[config.mk]
export PLATFORM = sky130hd
export DESIGN_NAME = rarp_tx_serializer
export DESIGN_NICKNAME = d
export VERILOG_FILES = /design/src/rtl/rarp_tx_serializer.sv
export SDC_FILE = /design/constraint.sdc
export NUM_CORES = 1
export LEC_CHECK = 0
export BUFFER_PORTS_ARGS = -buffer_cell sky130_fd_sc_hd__buf_2
export CORE_AREA = 2 2 145 147
export DETAILED_ROUTE_END_ITERATION = 10
export DIE_AREA = 0 0 147 149
export PLACE_DENSITY = 0.79
export SETUP_SLACK_MARGIN = 0.5
export SYNTH_ARGS = -nofsm -noshare
export SYNTH_HDL_FRONTEND = slang
export SYNTH_SLANG_ARGS = --single-unit
[constraint.sdc]
create_clock -name clk -period 2.91 [get_ports clk]
set_clock_uncertainty 0.2 [all_clocks]
set_input_delay 0.291 -clock clk [delete_from_list [all_inputs] [get_ports clk]]
set_output_delay 0.291 -clock clk [all_outputs]
set_load 0.005 [all_outputs]
[src/rtl/rarp_tx_serializer.sv]
// rtl/rarp_tx_serializer.sv - ARP/RARP header capture and MSB-first DATA_W-bit beat serialiser
module rarp_tx_serializer #(
    parameter int DATA_W = 32,
    parameter int CNT_W  = 16
) (
    input  logic              clk,
    input  logic              rst,
    input  logic              in_valid,
    output logic              in_ready,
    input  logic [15:0]       hdr_type,
    input  logic [15:0]       proto_type,
    input  logic [7:0]        hdw_length,
    input  logic [7:0]        pro_length,
    input  logic [15:0]       operation,
    input  logic [47:0]       send_hdr_addr,
    input  logic [31:0]       send_ip_addr,
    input  logic [47:0]       target_hdr_addr,
    input  logic [31:0]       target_ip_addr,
    output logic [DATA_W-1:0] tx_data,
    output logic              tx_valid,
    input  logic              tx_ready,
    output logic              tx_last,
    output logic              tx_busy,
    output logic [CNT_W-1:0]  frame_cnt
);

    localparam int BEATS = 224 / DATA_W;
    localparam int BCW   = $clog2(BEATS);

    if (!(DATA_W == 8 || DATA_W == 16 || DATA_W == 32)) begin : g_bad_width
        $error("rarp_tx_serializer: DATA_W must be 8, 16 or 32");
    end

    typedef enum logic {IDLE, SEND} state_t;

    state_t         state;
    logic [223:0]   shift;
    logic [BCW-1:0] beat;

    // The shift register empties itself as beats leave, so tx_data reads zero when idle.
    assign tx_data = shift[223 -: DATA_W];

    always_ff @(posedge clk) begin
        if (rst) begin
            state     <= IDLE;
            shift     <= '0;
            beat      <= '0;
            in_ready  <= 1'b1;
            tx_valid  <= 1'b0;
            tx_last   <= 1'b0;
            tx_busy   <= 1'b0;
            frame_cnt <= '0;
        end else begin
            case (state)
                IDLE: begin
                    if (in_valid && in_ready) begin
                        shift    <= {hdr_type, proto_type, hdw_length, pro_length, operation,
                                     send_hdr_addr, send_ip_addr, target_hdr_addr, target_ip_addr};
                        beat     <= '0;
                        state    <= SEND;
                        in_ready <= 1'b0;
                        tx_valid <= 1'b1;
                        tx_busy  <= 1'b1;
                        tx_last  <= 1'b0;
                    end
                end
                SEND: begin
                    if (tx_valid && tx_ready) begin
                        shift <= shift << DATA_W;
                        if (beat == BCW'(BEATS - 1)) begin
                            state     <= IDLE;
                            beat      <= '0;
                            in_ready  <= 1'b1;
                            tx_valid  <= 1'b0;
                            tx_last   <= 1'b0;
                            tx_busy   <= 1'b0;
                            frame_cnt <= frame_cnt + CNT_W'(1);
                        end else begin
                            beat    <= beat + BCW'(1);
                            tx_last <= (beat == BCW'(BEATS - 2));
                        end
                    end
                end
                default: state <= IDLE;
            endcase
        end
    end

endmodule
# After elaboration in Yosys (flattened, before gate mapping)
# Cells that the tools add are included.
dict set report classes {
  n_mux 22
  n_addsub 2
  bitwise_logic 1
  reduce_logical 5
  eq_ne 5
}
# op n
set op_table {}
lappend op_table {{224-bit 2-to-1 mux} 2}
lappend op_table {{224-bit one-hot mux with 2 select lines} 1}
lappend op_table {{16-bit by 1-bit adder with 16-bit output (second input constant)} 1}
lappend op_table {{1-bit 2-to-1 mux} 11}
lappend op_table {{3-bit 2-to-1 mux} 3}
lappend op_table {{1-bit one-hot mux with 2 select lines} 4}
lappend op_table {{3-bit equality test (second input constant)} 2}
lappend op_table {{3-bit one-hot mux with 2 select lines} 1}
lappend op_table {{3-bit AND reduction} 2}
lappend op_table {{2-bit by 1-bit != test with 1-bit output (second input constant)} 2}
lappend op_table {{3-bit by 1-bit adder with 3-bit output (second input constant)} 1}
lappend op_table {{1-bit logical AND} 2}
lappend op_table {{2-bit != test (second input constant)} 1}
lappend op_table {{2-bit AND reduction} 1}
lappend op_table {{1-bit NOT} 1}
dict set report word_totals {
  reg_bits 247
  wordCells 42
  inputBits 228
}

# Logic depth before layout (Yosys ltp)
dict set report depth {
  word_depth 4
  mapped_depth 7
  ltp_nobuf 5
}

# Least setup slack after synthesis
# OpenSTA, ideal clock, no wires.
dict set report synth_timing {
  kind {flip-flop to flip-flop}
  from {reg beat[2]}
  to {reg frame_cnt[15]}
  path_slack_ns 0.870
  required_time_ns 2.640
  stages_incl_launch_ff 6
  period_less_slack_ns 2.040
  arrival_time_ns 1.770
  path_cell_list {dfxtp_1 > nand3b_4 > or4_1 > buf_2 > or4_1 > a21oi_1}
}
dict set report synth_between {
  elab_chain_len 2
}
# element line
set synth_lines {}
lappend synth_lines {{start: declaration} 38} ;# logic [BCW-1:0] beat;
lappend synth_lines {{start signal: assignment} 79} ;# beat <= beat + BCW'(1);
lappend synth_lines {{3-bit equality test} 70} ;# if (beat == BCW'(BEATS - 1)) begin
lappend synth_lines {{3-bit AND reduction (no line)} -}
lappend synth_lines {{end signal: assignment} 77} ;# frame_cnt <= frame_cnt + CNT_W'(1);
lappend synth_lines {{end: declaration} 24} ;# output logic [CNT_W-1:0] frame_cnt
# No other way between the ends.
# A chain may end at the register's enable or synchronous reset.

==> metrics <==
status finished, final reports clean; Max clock buf depth 3; Worst EP required 3.15 ns; Post-Layout Cell Count 1825; area grow syn2layout 42.55%; RSZ-0062 raised after global routing yes; Peak VDD IR 0.4472 mV; final core occ 73.34%; Port Buffers 279; Post-CTS Setup Inserts 0; hold path start send_ip_addr[14]; total power 9.101 mW; initial antenna violation count 4; Final Hold Vio Count 0; Synth Area in XOR/XNOR 0.7453%; post-synthesis cell count 1114; crit path DAT 2.63 ns; # setup viols final 0; #FFs+latches synth 247; post-route clock period utilization 82.08%; Net Sw Frac 26.74%; number of global-route vias before repair 10150; starting density of the core 51.45%; H-Tree Depth 1; Pint 6.667 mW; PD cells 603.7 nW/um2; Mapped Nets 1343; worst-margin pin slew 1.093 ns; Rel. slew slack 27.12%; Placed Cells incl. Taps 1547; Hold Path Stages 3; post-route worst setup slack 0.5214 ns; Fin Setup TNS 0 ns; die area 21900 um2; max-cap check violation count 0; Num CTS Buffers 27; drc violations 0; reg-to-reg endpoint frame_cnt[15]$_SDFFE_PP0P_; CTS root buffer clkbuf_16; layout cells sized above 1 22.38%; largest family of logic cells by synthesized area multiplexers; GRT overflow 0; DRT iter0 DRCs 656; fmax 418.7 MHz; Critical Path Source tx_busy$_SDFFE_PP0P_; clock power share 38.8%; reg2reg setup slack 0.52 ns; Flop pwr share 43.1%; logic gate share of total power 18.0%; post-synthesis compound-gate area fraction 17.20%; clock-pin slew on the worst setup and hold paths 0.06 ns; first-pass detailed-route iteration total 5; Worst Path Max Fanout 12; critical path class flip-flop to flip-flop; Net Switching 2.434 mW; simple-gate area share of the yosys netlist 10.92%; io pins 280; chip height 149 um; row count 53; Layout Nets 1754; Hold WC Path Type input port to flip-flop; total global-route track usage 29.08%; first-pass GRT wire length 51710 um; sequential share of the synthesized area 46.75%; Syn Std Cell Area 10580 um2; post-synthesis mux area share 18.17%; WHS Endpoint shift[94]$_SDFFE_PP0P_; Clk Latency, worst-skew pair 0.53 ns; hpwl dp 17130 um; most common cell after layout, fill and taps aside buf_2; Final Critical Period 2.389 ns; Synth Area per Inst 9.494 um2; number of routed nets with antenna violations 0; Slew Limit Fails 0; CTS tree yes; Critical Path Sink Type flip-flop; # clock sinks 247; WL per Instance 18.20 um; R2R Path Start tx_busy$_SDFFE_PP0P_; Post-Place Worst Slack 0.6116 ns; yosys warns 0; Worst Reg-to-Reg Cells 4; Adder-Cell Fraction of Synth Area 0.1183%; Die X 147 um; Via density 5.500; Setup crit start kind flip-flop; Vias 10040; post-synth cell types 34; Leak 6.207 nW; Routability Congestion 0.8710; largest net degree at the start of global routing 140; Routed WL 33210 um; leading cell types in the layout, fill and taps excluded buf_2, dfxtp_1, nor2_1; Core Box Area 20560 um2
-- flip-flops by register name, summed over array words and instances, names as in the netlist --
name and count:
shift 224, frame_cnt 16, state 1, beat 3
in_ready 1, tx_last 1, tx_busy 1
-- cell families (layout without fill, tap and decap cells) --
group / Yosys count / after routing
buf+inv: 137 / 569
flops: 247 / 247
xor+xnor: 9 / 9
mux: 192 / 192
simple gates: 279 / 279
fa+ha+maj: 1 / 1
other cells: 0 / 4
compound gates: 249 / 249
-- power by group through the flow --
| stage | registers, mW | clock network (mW) | logic, mW |
|---|---|---|---|
| 2_1_floorplan | 3.91 | 0 | 1.02 |
| 3_3_place_gp | 3.96 | 0 | 1.28 |
| 3_5_place_dp | 3.98 | 0 | 1.32 |
| 4_1_cts | 3.90 | 3.58 | 1.57 |
| 5_1_grt | 3.95 | 3.74 | 1.80 |
| 6_report | 3.93 | 3.53 | 1.64 |
-- layout make-up --
cell class | count | area (um2)
Inverter | 4 | 15.01
Sequential cell | 247 | 4949
Tap cell | 275 | 344.1
Timing Repair Buffer | 515 | 3825
Antenna cell | 4 | 10.01
Fill cell | 1359 | 5480
Clock buffer | 35 | 735.7
Clock inverter | 15 | 188.9
Multi-Input combinational cell | 730 | 5010
-- routing by layer --
layer | wire [um] | vias to the layer above | part of all wire [%] | global-route usage (%)
met5 | 0 | - | 0 | 0
met4 | 1764 | 0 | 5.3 | 15.10
met3 | 1687 | 150 | 5.1 | 4.465
met2 | 16450 | 405 | 50 | 51.36
met1 | 13320 | 4637 | 40 | 34.39
li1 | - | 4846 | - | -
-- worst max path at each step --
stage	endpoint	slack (ns)	cells after the start
floorplan	frame_cnt[15]$_SDFFE_PP0P_	0.87	5
global placement	frame_cnt[15]$_SDFFE_PP0P_	0.65	5
detailed placement	frame_cnt[15]$_SDFFE_PP0P_	0.61	4
CTS	frame_cnt[15]$_SDFFE_PP0P_	0.56	4
global route	frame_cnt[15]$_SDFFE_PP0P_	0.48	4
finish	frame_cnt[15]$_SDFFE_PP0P_	0.52	4
-- what timing repair did --
action	CTS	global route
hold buffers	224	0
resized for setup	0	2
endpoints found under the setup margin	0	9
endpoints found under the hold margin	225	0
-- metrics by stage --
step | instance area, um2 | hold slack [ns]
after floorplan | 10580 | 0.2518
after global placement | 11890 | 0.2770
after detailed placement | 11890 | 0.2753
after CTS | 15050 | 0.02349
after global routing | 15080 | 0.03753
final | 15080 | 0.01036
-- Yosys cell counts --
cell | instances | area share [%]
a211o_1 | 1 | 0.083
a211oi_1 | 193 | 14
a21oi_1 | 12 | 0.57
a22oi_1 | 32 | 2.3
a32oi_1 | 1 | 0.083
and2b_1 | 1 | 0.071
and3_1 | 1 | 0.059
and3b_1 | 1 | 0.083
and4_1 | 1 | 0.083
buf_1 | 6 | 0.21
buf_2 | 5 | 0.24
buf_4 | 33 | 2.3
clkbuf_1 | 89 | 3.2
dfxtp_1 | 247 | 47
ha_1 | 1 | 0.12
inv_1 | 4 | 0.14
mux2i_1 | 192 | 18
nand2_1 | 6 | 0.21
nand3_1 | 5 | 0.24
nand3_2 | 1 | 0.095
nand3b_1 | 1 | 0.071
nand3b_4 | 1 | 0.19
nand4_1 | 4 | 0.24
nand4b_1 | 1 | 0.083
nor2_1 | 239 | 8.5
nor3_1 | 5 | 0.24
nor4_1 | 3 | 0.18
o21ai_0 | 9 | 0.43
o31ai_1 | 1 | 0.071
or3_1 | 3 | 0.18
or3_2 | 4 | 0.28
or4_1 | 2 | 0.14
xnor2_1 | 8 | 0.66
xor2_1 | 1 | 0.083
-- worst max-delay path, stage by stage, from the launching register on --
cell     delay, ns
dfxtp_1       0.43
nand3_2       0.31
or4_4         0.70
or4_1         0.49
a21oi_1       0.17
Note: power is estimated with default switching activity, not from simulation.
